## src/rtl/serial6_pkg.sv

```systemverilog
// Shared types and line levels for the 6-bit serial link.
// Pulled in by the transmitter and its bit timer.
package serial6_pkg;

  localparam int DATA_W = 6;

  typedef enum logic [2:0] {
    IDLE,
    START,
    DATA,
    PARITY,
    STOP
  } state_t;

  localparam logic START_BIT  = 1'b0;
  localparam logic STOP_BIT   = 1'b1;
  localparam logic IDLE_LEVEL = 1'b1;

endpackage

```

## src/rtl/serial6_bit_timer.sv

```systemverilog
// Bit-period counter: counts 0..CLKS_PER_BIT-1 and strobes bitEnd on the last cycle.
// Held at zero by clear so every bit period starts from a known count.
module serial6_bit_timer #(
  parameter int CLKS_PER_BIT = 4
) (
  input  logic Clk,
  input  logic Resetn,
  input  logic clear,
  output logic bitEnd
);

  localparam logic [7:0] LAST_CNT = 8'(CLKS_PER_BIT - 1);

  logic [7:0] cnt;

  assign bitEnd = (cnt == LAST_CNT);

  // Wrap on bitEnd so the next bit period starts at zero with no extra cycle.
  always_ff @(posedge Clk or negedge Resetn) begin
    if (!Resetn) begin
      cnt <= '0;
    end else if (clear || bitEnd) begin
      cnt <= '0;
    end else begin
      cnt <= cnt + 8'd1;
    end
  end

endmodule

```

## src/rtl/serial6_tx.sv

```systemverilog
// Parallel-to-serial transmitter for 6-bit words: start, 6 data bits LSB first,
// optional even parity, stop. All outputs are registered from the next state.
module serial6_tx
  import serial6_pkg::*;
#(
  parameter int CLKS_PER_BIT = 4,
  parameter bit PARITY_EN    = 1'b1
) (
  input  logic              Clk,
  input  logic              Resetn,
  input  logic [DATA_W-1:0] In_data,
  input  logic              In_valid,
  output logic              In_ready,
  output logic              Tx_out,
  output logic              Busy,
  output logic              Done
);

  state_t            state, nextState;
  logic [DATA_W-1:0] shiftReg, nextShift;
  logic [2:0]        bitIdx, nextBitIdx;
  logic              parityBit, nextParity;
  logic              nextTx, nextBusy, nextDone, nextReady;
  logic              bitEnd;
  logic              accept;

  assign accept = In_valid && In_ready;

  serial6_bit_timer #(
    .CLKS_PER_BIT(CLKS_PER_BIT)
  ) bitTimer (
    .Clk   (Clk),
    .Resetn(Resetn),
    .clear (state == IDLE),
    .bitEnd(bitEnd)
  );

  // Next-state logic; the line level is chosen from the state being entered so
  // Tx_out changes on the same edge as the state register.
  always_comb begin
    nextState  = state;
    nextShift  = shiftReg;
    nextBitIdx = bitIdx;
    nextParity = parityBit;
    case (state)
      IDLE: begin
        if (accept) begin
          nextState  = START;
          nextShift  = In_data;
          nextParity = ^In_data;
          nextBitIdx = '0;
        end
      end
      START:  if (bitEnd) nextState = DATA;
      DATA: begin
        if (bitEnd) begin
          nextShift  = shiftReg >> 1;
          nextBitIdx = bitIdx + 3'd1;
          if (bitIdx == 3'(DATA_W - 1)) begin
            nextState = PARITY_EN ? PARITY : STOP;
          end
        end
      end
      PARITY: if (bitEnd) nextState = STOP;
      STOP:   if (bitEnd) nextState = IDLE;
      default: nextState = IDLE;
    endcase

    case (nextState)
      START:   nextTx = START_BIT;
      DATA:    nextTx = nextShift[0];
      PARITY:  nextTx = nextParity;
      STOP:    nextTx = STOP_BIT;
      default: nextTx = IDLE_LEVEL;
    endcase

    nextBusy  = (nextState != IDLE);
    nextReady = (nextState == IDLE);
    nextDone  = (state == STOP) && bitEnd;
  end

  // State and output registers; reset drops any frame in flight and idles the line.
  always_ff @(posedge Clk or negedge Resetn) begin
    if (!Resetn) begin
      state     <= IDLE;
      shiftReg  <= '0;
      bitIdx    <= '0;
      parityBit <= 1'b0;
      Tx_out    <= IDLE_LEVEL;
      Busy      <= 1'b0;
      Done      <= 1'b0;
      In_ready  <= 1'b1;
    end else begin
      state     <= nextState;
      shiftReg  <= nextShift;
      bitIdx    <= nextBitIdx;
      parityBit <= nextParity;
      Tx_out    <= nextTx;
      Busy      <= nextBusy;
      Done      <= nextDone;
      In_ready  <= nextReady;
    end
  end

endmodule

```

## config.mk

```make
export PLATFORM = sky130hd
export DESIGN_NAME = serial6_tx
export DESIGN_NICKNAME = d
export VERILOG_FILES = /design/src/rtl/serial6_pkg.sv /design/src/rtl/serial6_bit_timer.sv /design/src/rtl/serial6_tx.sv
export SDC_FILE = /design/constraint.sdc
export NUM_CORES = 1
export LEC_CHECK = 0
export ABC_AREA = 1
export BUFFER_PORTS_ARGS = -buffer_cell sky130_fd_sc_hd__buf_2
export CORE_MARGIN = 1.5
export CORE_UTILIZATION = 42
export DETAILED_ROUTE_END_ITERATION = 7
export PLACE_DENSITY = 0.69
export SYNTH_ARGS = -nofsm -noshare
export SYNTH_HDL_FRONTEND = slang
export SYNTH_SLANG_ARGS = --single-unit
```

## constraint.sdc

```tcl
create_clock -name Clk -period 1.35 [get_ports Clk]
set_input_delay 0.2025 -clock Clk [delete_from_list [all_inputs] [get_ports Clk]]
set_output_delay 0.2025 -clock Clk [all_outputs]
set_load 0.03 [all_outputs]
```

## Word level (Yosys, flattened, before mapping)

Index checks and enable logic that the tools add are counted.

- Add/sub/neg operators: 2
- Eq/ne operators: 11
- Mux-type cells: 17
- Reduce and logical (&&, ||, !) cells: 9

Operators with widths:

| kind | count |
|---|---|
| 3-bit 2-to-1 mux | 8 |
| 3-bit one-hot mux with 5 select lines | 1 |
| 3-bit by 2-bit == test with 1-bit output (second input constant) | 4 |
| 6-bit 2-to-1 mux | 2 |
| 6-bit one-hot mux with 2 select lines | 1 |
| 8-bit by 1-bit adder with 8-bit output (second input constant) | 1 |
| 8-bit by 2-bit == test with 1-bit output (second input constant) | 1 |
| 8-bit 2-to-1 mux | 1 |
| 3-bit by 1-bit == test with 1-bit output (second input constant) | 2 |
| 3-bit == test (second input constant) | 2 |
| 3-bit logical NOT | 2 |
| 3-bit one-hot mux with 2 select lines | 1 |
| 6-bit XOR reduction | 1 |
| 2-bit inequality test (second input constant) | 2 |
| 3-bit by 1-bit adder with 3-bit output (second input constant) | 1 |
| 1-bit one-hot mux with 3 select lines | 1 |
| 3-bit AND reduction | 1 |
| 3-bit nonzero test | 1 |
| 1-bit logical AND | 2 |
| 1-bit 2-to-1 mux | 2 |
| 2-bit nonzero test | 1 |
| 1-bit logical OR | 1 |

- Register bits: 25
- Input bits: 9
- Output and inout bits: 4
- Logic and storage cells: 49

## Logic depth before layout (Yosys ltp)

- Depth in word-level cells: 6
- Gate-level depth with buffers: 10
- Depth with buffers taken out: 10

## By module

From an unflattened synthesis, not the netlist that was laid out.

- Cell total of the unflattened synthesis: 170
- Area, all modules: 1398.8 um^2

By module, submodules not included:

| module | times used | cells each | area each (um^2) | sequential area each (um^2) |
|---|---|---|---|---|
| serial6_tx | 1 | 111 | 944.7 | 427.9 |
| serial6_bit_timer | 1 | 59 | 454.2 | 200.2 |

## Least setup slack after synthesis

No wires, ideal clock.

- Kind: register -> register
- Start point: register In_ready
- End point: register shiftReg[3]
- Library setup time: 138 ps
- Arrival time: 1251 ps
- Data required time: 1212 ps
- Setup slack: -38 ps
- Cell stages (with the launch flop): 8
- Path buffers: 0
- Clock period less this slack: 1388 ps
- Path through: dfstp_2 nand2_1 nor2_4 inv_4 nand2_2 inv_1 nand2_1 o221ai_1

- Word-level cells in the longest chain between the ends: 3

RTL lines:

| element | line | RTL |
|---|---|---|
| start, declared | serial6_tx.sv:13 | `output logic In_ready,` |
| start signal, assigned | serial6_tx.sv:101 | `In_ready <= nextReady;` |
| 1-bit logical AND | serial6_tx.sv:27 | `assign accept = In_valid && In_ready;` |
| 2-bit inequality test (no source line) | n/a |  |
| 3-bit AND reduction (no source line) | n/a |  |
| end signal, assigned | serial6_tx.sv:95 | `shiftReg <= nextShift;` |
| end, declared | serial6_tx.sv:20 | `logic [DATA_W-1:0] shiftReg, nextShift;` |

Every way passes these cells.
A chain may end at the register's enable or synchronous reset.

## Final worst setup path

- Start point: register bitTimer.cnt[0]
- End point: register shiftReg[1]

- Word-level cells in the longest chain between the ends: 3

RTL lines:

| element | line | RTL |
|---|---|---|
| start, declared | serial6_bit_timer.sv:14 | `logic [7:0] cnt;` |
| start signal, assigned | serial6_bit_timer.sv:25 | `cnt <= cnt + 8'd1;` |
| 8-bit by 2-bit == test with 1-bit output | serial6_bit_timer.sv:16 | `assign bitEnd = (cnt == LAST_CNT);` |
| 2-bit inequality test (no source line) | n/a |  |
| 3-bit AND reduction (no source line) | n/a |  |

Every way passes these cells.

==> run summary <==
FP Rows -> 20
Initial DRT Pass Iterations -> 4
yosys warns -> 0
CTS max path bufs -> 2
Antenna diodes -> 0
Pwr Density -> 1740 mW/mm²
Post-synth EDFFs -> 0
I/O pin count -> 13
Mapped Cells -> 177
Final Critical Period -> 1.37 ns
max_cap viols -> 0
clk sinks -> 25
CP Class -> reg -> reg
Skew-Pair Late Insertion Delay -> 0.32 ns
Critical Path Fanout Max -> 8
Num CTS Buffers -> 3
Worst EP required -> 1.57 ns
Placed Cells -> 244
Initial Util -> 0.449
family with the most delay on the worst path -> simple AND/OR/NAND/NOR gates
Worst-path clk slew -> 0.14 ns
H-Tree Depth -> 1
Die X-Extent -> 60.4 µm
Critical path buffers and inverters -> 1
Yosys cell types -> 28
vias per cell -> 4.79
Yosys top cell area share -> 0.416
Critical Path Source Type -> register
Non-Filler Instances -> 253
Slew @ Worst Pin -> 0.559 ns
final worst slack -> -0.0169 ns
DR iter-0 viols -> 45
share of layout cells above drive strength 1 -> 0.354
unrepaired setup endpoints after global routing -> true
Leak Pwr -> 0.922 nW
synthesized cell area -> 0.00138 mm²
sequential share of the synthesized area -> 0.454
IO Port Bufs -> 12
crit-path most repeated cell -> nand2_4
routability cong. -> 0.730
clk root buf -> clkbuf_4
Slew headroom -> 0.628
number of synthesized register bits -> 25
Final nets -> 222
top post-synthesis cells by area -> dfrtp_1 42%, nand2_1 13%, inv_1 7.3%
max-slew violation count -> 0
fmax -> 732 MHz
Setup Skew -> 0.00368 ns
total wire length -> 2.72 mm
Routed WL per cell -> 10.7 µm
Critical Path, Cell by Cell -> ha_4 -> nand2_4 -> nor2_8 -> nand2_4 -> nand2_4 -> inv_2 -> nand2_2 -> o221ai_2
vias in the first global route -> 1,171
most frequent cell after synthesis -> nand2_1
Antenna Nets Post-Route -> 0
Die Ht -> 60.4 µm
grt ovf -> 0
final worst-path cycle share -> 1.01
largest net degree at the start of global routing -> 26
via count -> 1,211
Die Area -> 0.00365 mm²
ys async rst share -> 1.00
area grow syn2layout -> 27.9%
initial antenna violation count -> 0
violations in the final reports -> setup timing
FILL cells -> 278
final setup vio count -> 3
Synth Net Count -> 189
DRC Markers -> 0
VDD IR max -> 488 µV
crit path capture type -> register
Util after Layout -> 0.574
main flop type after synthesis -> dfrtp_1
HP Class -> in -> reg
GRT Util Overall -> 0.173
CTS tree -> done
Worst Path Arrival -> 1.59 ns
leading area contributor after synthesis -> dfrtp_1
status -> complete, but fails checks
Hold Vio Cnt, Final -> 0
Worst path max stage delay -> 0.42 ns
Syn Area/Cell -> 7.81 µm²
Core Region -> 0.00308 mm²
slowest CP cell -> dfrtp_1
first-pass GRT wire length -> 4.60 mm
Post-synth top cells -> 47 x nand2_1, 27 x inv_1, 23 x dfrtp_1, 22 x nor2_1, 8 x nand3_1
hpwl dp -> 2.01 mm
-- flip-flops by register name, summed over array words and instances, names as in the netlist --
| register | count |
|---|---|
| state | 3 |
| parityBit | 1 |
| In_ready | 1 |
| Tx_out | 1 |
| bitTimer.cnt | 8 |
| shiftReg | 6 |
| bitIdx | 3 |
| Done | 1 |
| Busy | 1 |
-- worst paths after layout --
path                                 start     endpoint  slack, ns  cells past startpoint
min reg2reg                    shiftReg[0]  shiftReg[0]       0.52                      2
max reg2reg                bitTimer.cnt[0]  shiftReg[1]      -0.02                      8
max in group asynchronous           Resetn       Tx_out       0.60                      2
min                             In_data[4]  shiftReg[4]       0.10                      3
max                        bitTimer.cnt[0]  shiftReg[1]      -0.02                      8
min in group asynchronous           Resetn     state[1]       0.38                      2
-- cells by family (layout without fill, tap and decap cells) --
logic type / count (synthesis) / count (layout) / synth area share
xor gates and xnor gates: 2 / 2 / 0.0127
adders and majority gates: 3 / 3 / 0.0272
and+or+nand+nor: 102 / 102 / 0.356
buffers and inverters: 32 / 64 / 0.0887
AOI/OAI and AO/OA: 13 / 13 / 0.0615
DFF: 25 / 25 / 0.454
-- per-layer routing --
layer	GRT usage	wire length [µm]	up-vias
met5	0	0	-
met4	0.124	87	0
met3	0.0128	46	8
met2	0.300	1390	19
met1	0.201	1190	565
li1	-	-	619
-- cells in the final DEF, fill, tap and decap left out, types with 2 or more instances in the layout --
cell type,instances
a21oi_2,2
ha_1,2
buf_4,13
a21oi_1,4
dfrtp_1,23
buf_2,12
nor2_1,19
buf_6,2
o221ai_2,4
nand3_1,6
inv_2,4
nor2_4,4
inv_1,26
clkbuf_4,3
inv_4,2
nand2_1,41
nor3_1,3
nor2_2,5
nand2_2,8
nand3_2,4
nand2_4,4
nor3b_1,3
dfstp_2,2
-- timing repair --
| item | in CTS | in global routing |
|---|---|---|
| hold buffers | 1 | 0 |
| endpoints found under the hold margin | 23 | 0 |
| setup endpoints to repair | 17 | 19 |
| pin swaps | 5 | 4 |
| gates resized for setup | 13 | 15 |
| setup buffers | 2 | 2 |
-- through the flow --
stage	hold WS (ns)	worst slack, ns	area, µm²	total power, mW	setup TNS, ns
finish	0.103	-0.0169	1770	3.08	-0.0332
global route	0.115	-0.131	1770	3.34	-0.758
CTS	0.0924	-0.0221	1690	2.95	-0.0784
detailed placement	0.224	-0.0637	1580	2.49	-0.335
global placement	0.211	-0.00610	1580	2.44	-0.00901
floorplan	-0.0931	0.0127	1390	2.10	0
-- area by class of cell --
type,count,area [µm²],share of cell area
clock buffer,3,22.5,0.0127
clock inverter,1,5.00,0.00283
inverter,32,125,0.0708
multi-input combinational,120,742,0.420
sequential,25,628,0.355
tap,44,55.1,0.0311
timing repair buffer,28,190,0.108
-- worst reg2reg max path, stage by stage, from the launching register on --
cell and delay (ns):
dfrtp_1 0.42, ha_4 0.17, nand2_4 0.07, nor2_8 0.18
nand2_4 0.11, nand2_4 0.12, inv_2 0.05, nand2_2 0.06
o221ai_2 0.08
-- where the power goes --
part           leakage, nW  switching [mW]  internal [mW]  total (mW)
Sequential           0.318           0.169           1.03        1.20
Clock               0.0177           0.233          0.111       0.345
Combinational        0.586           0.908          0.622        1.53
Total                0.922            1.31           1.77        3.08
Note: power is estimated with default switching activity, not from simulation.
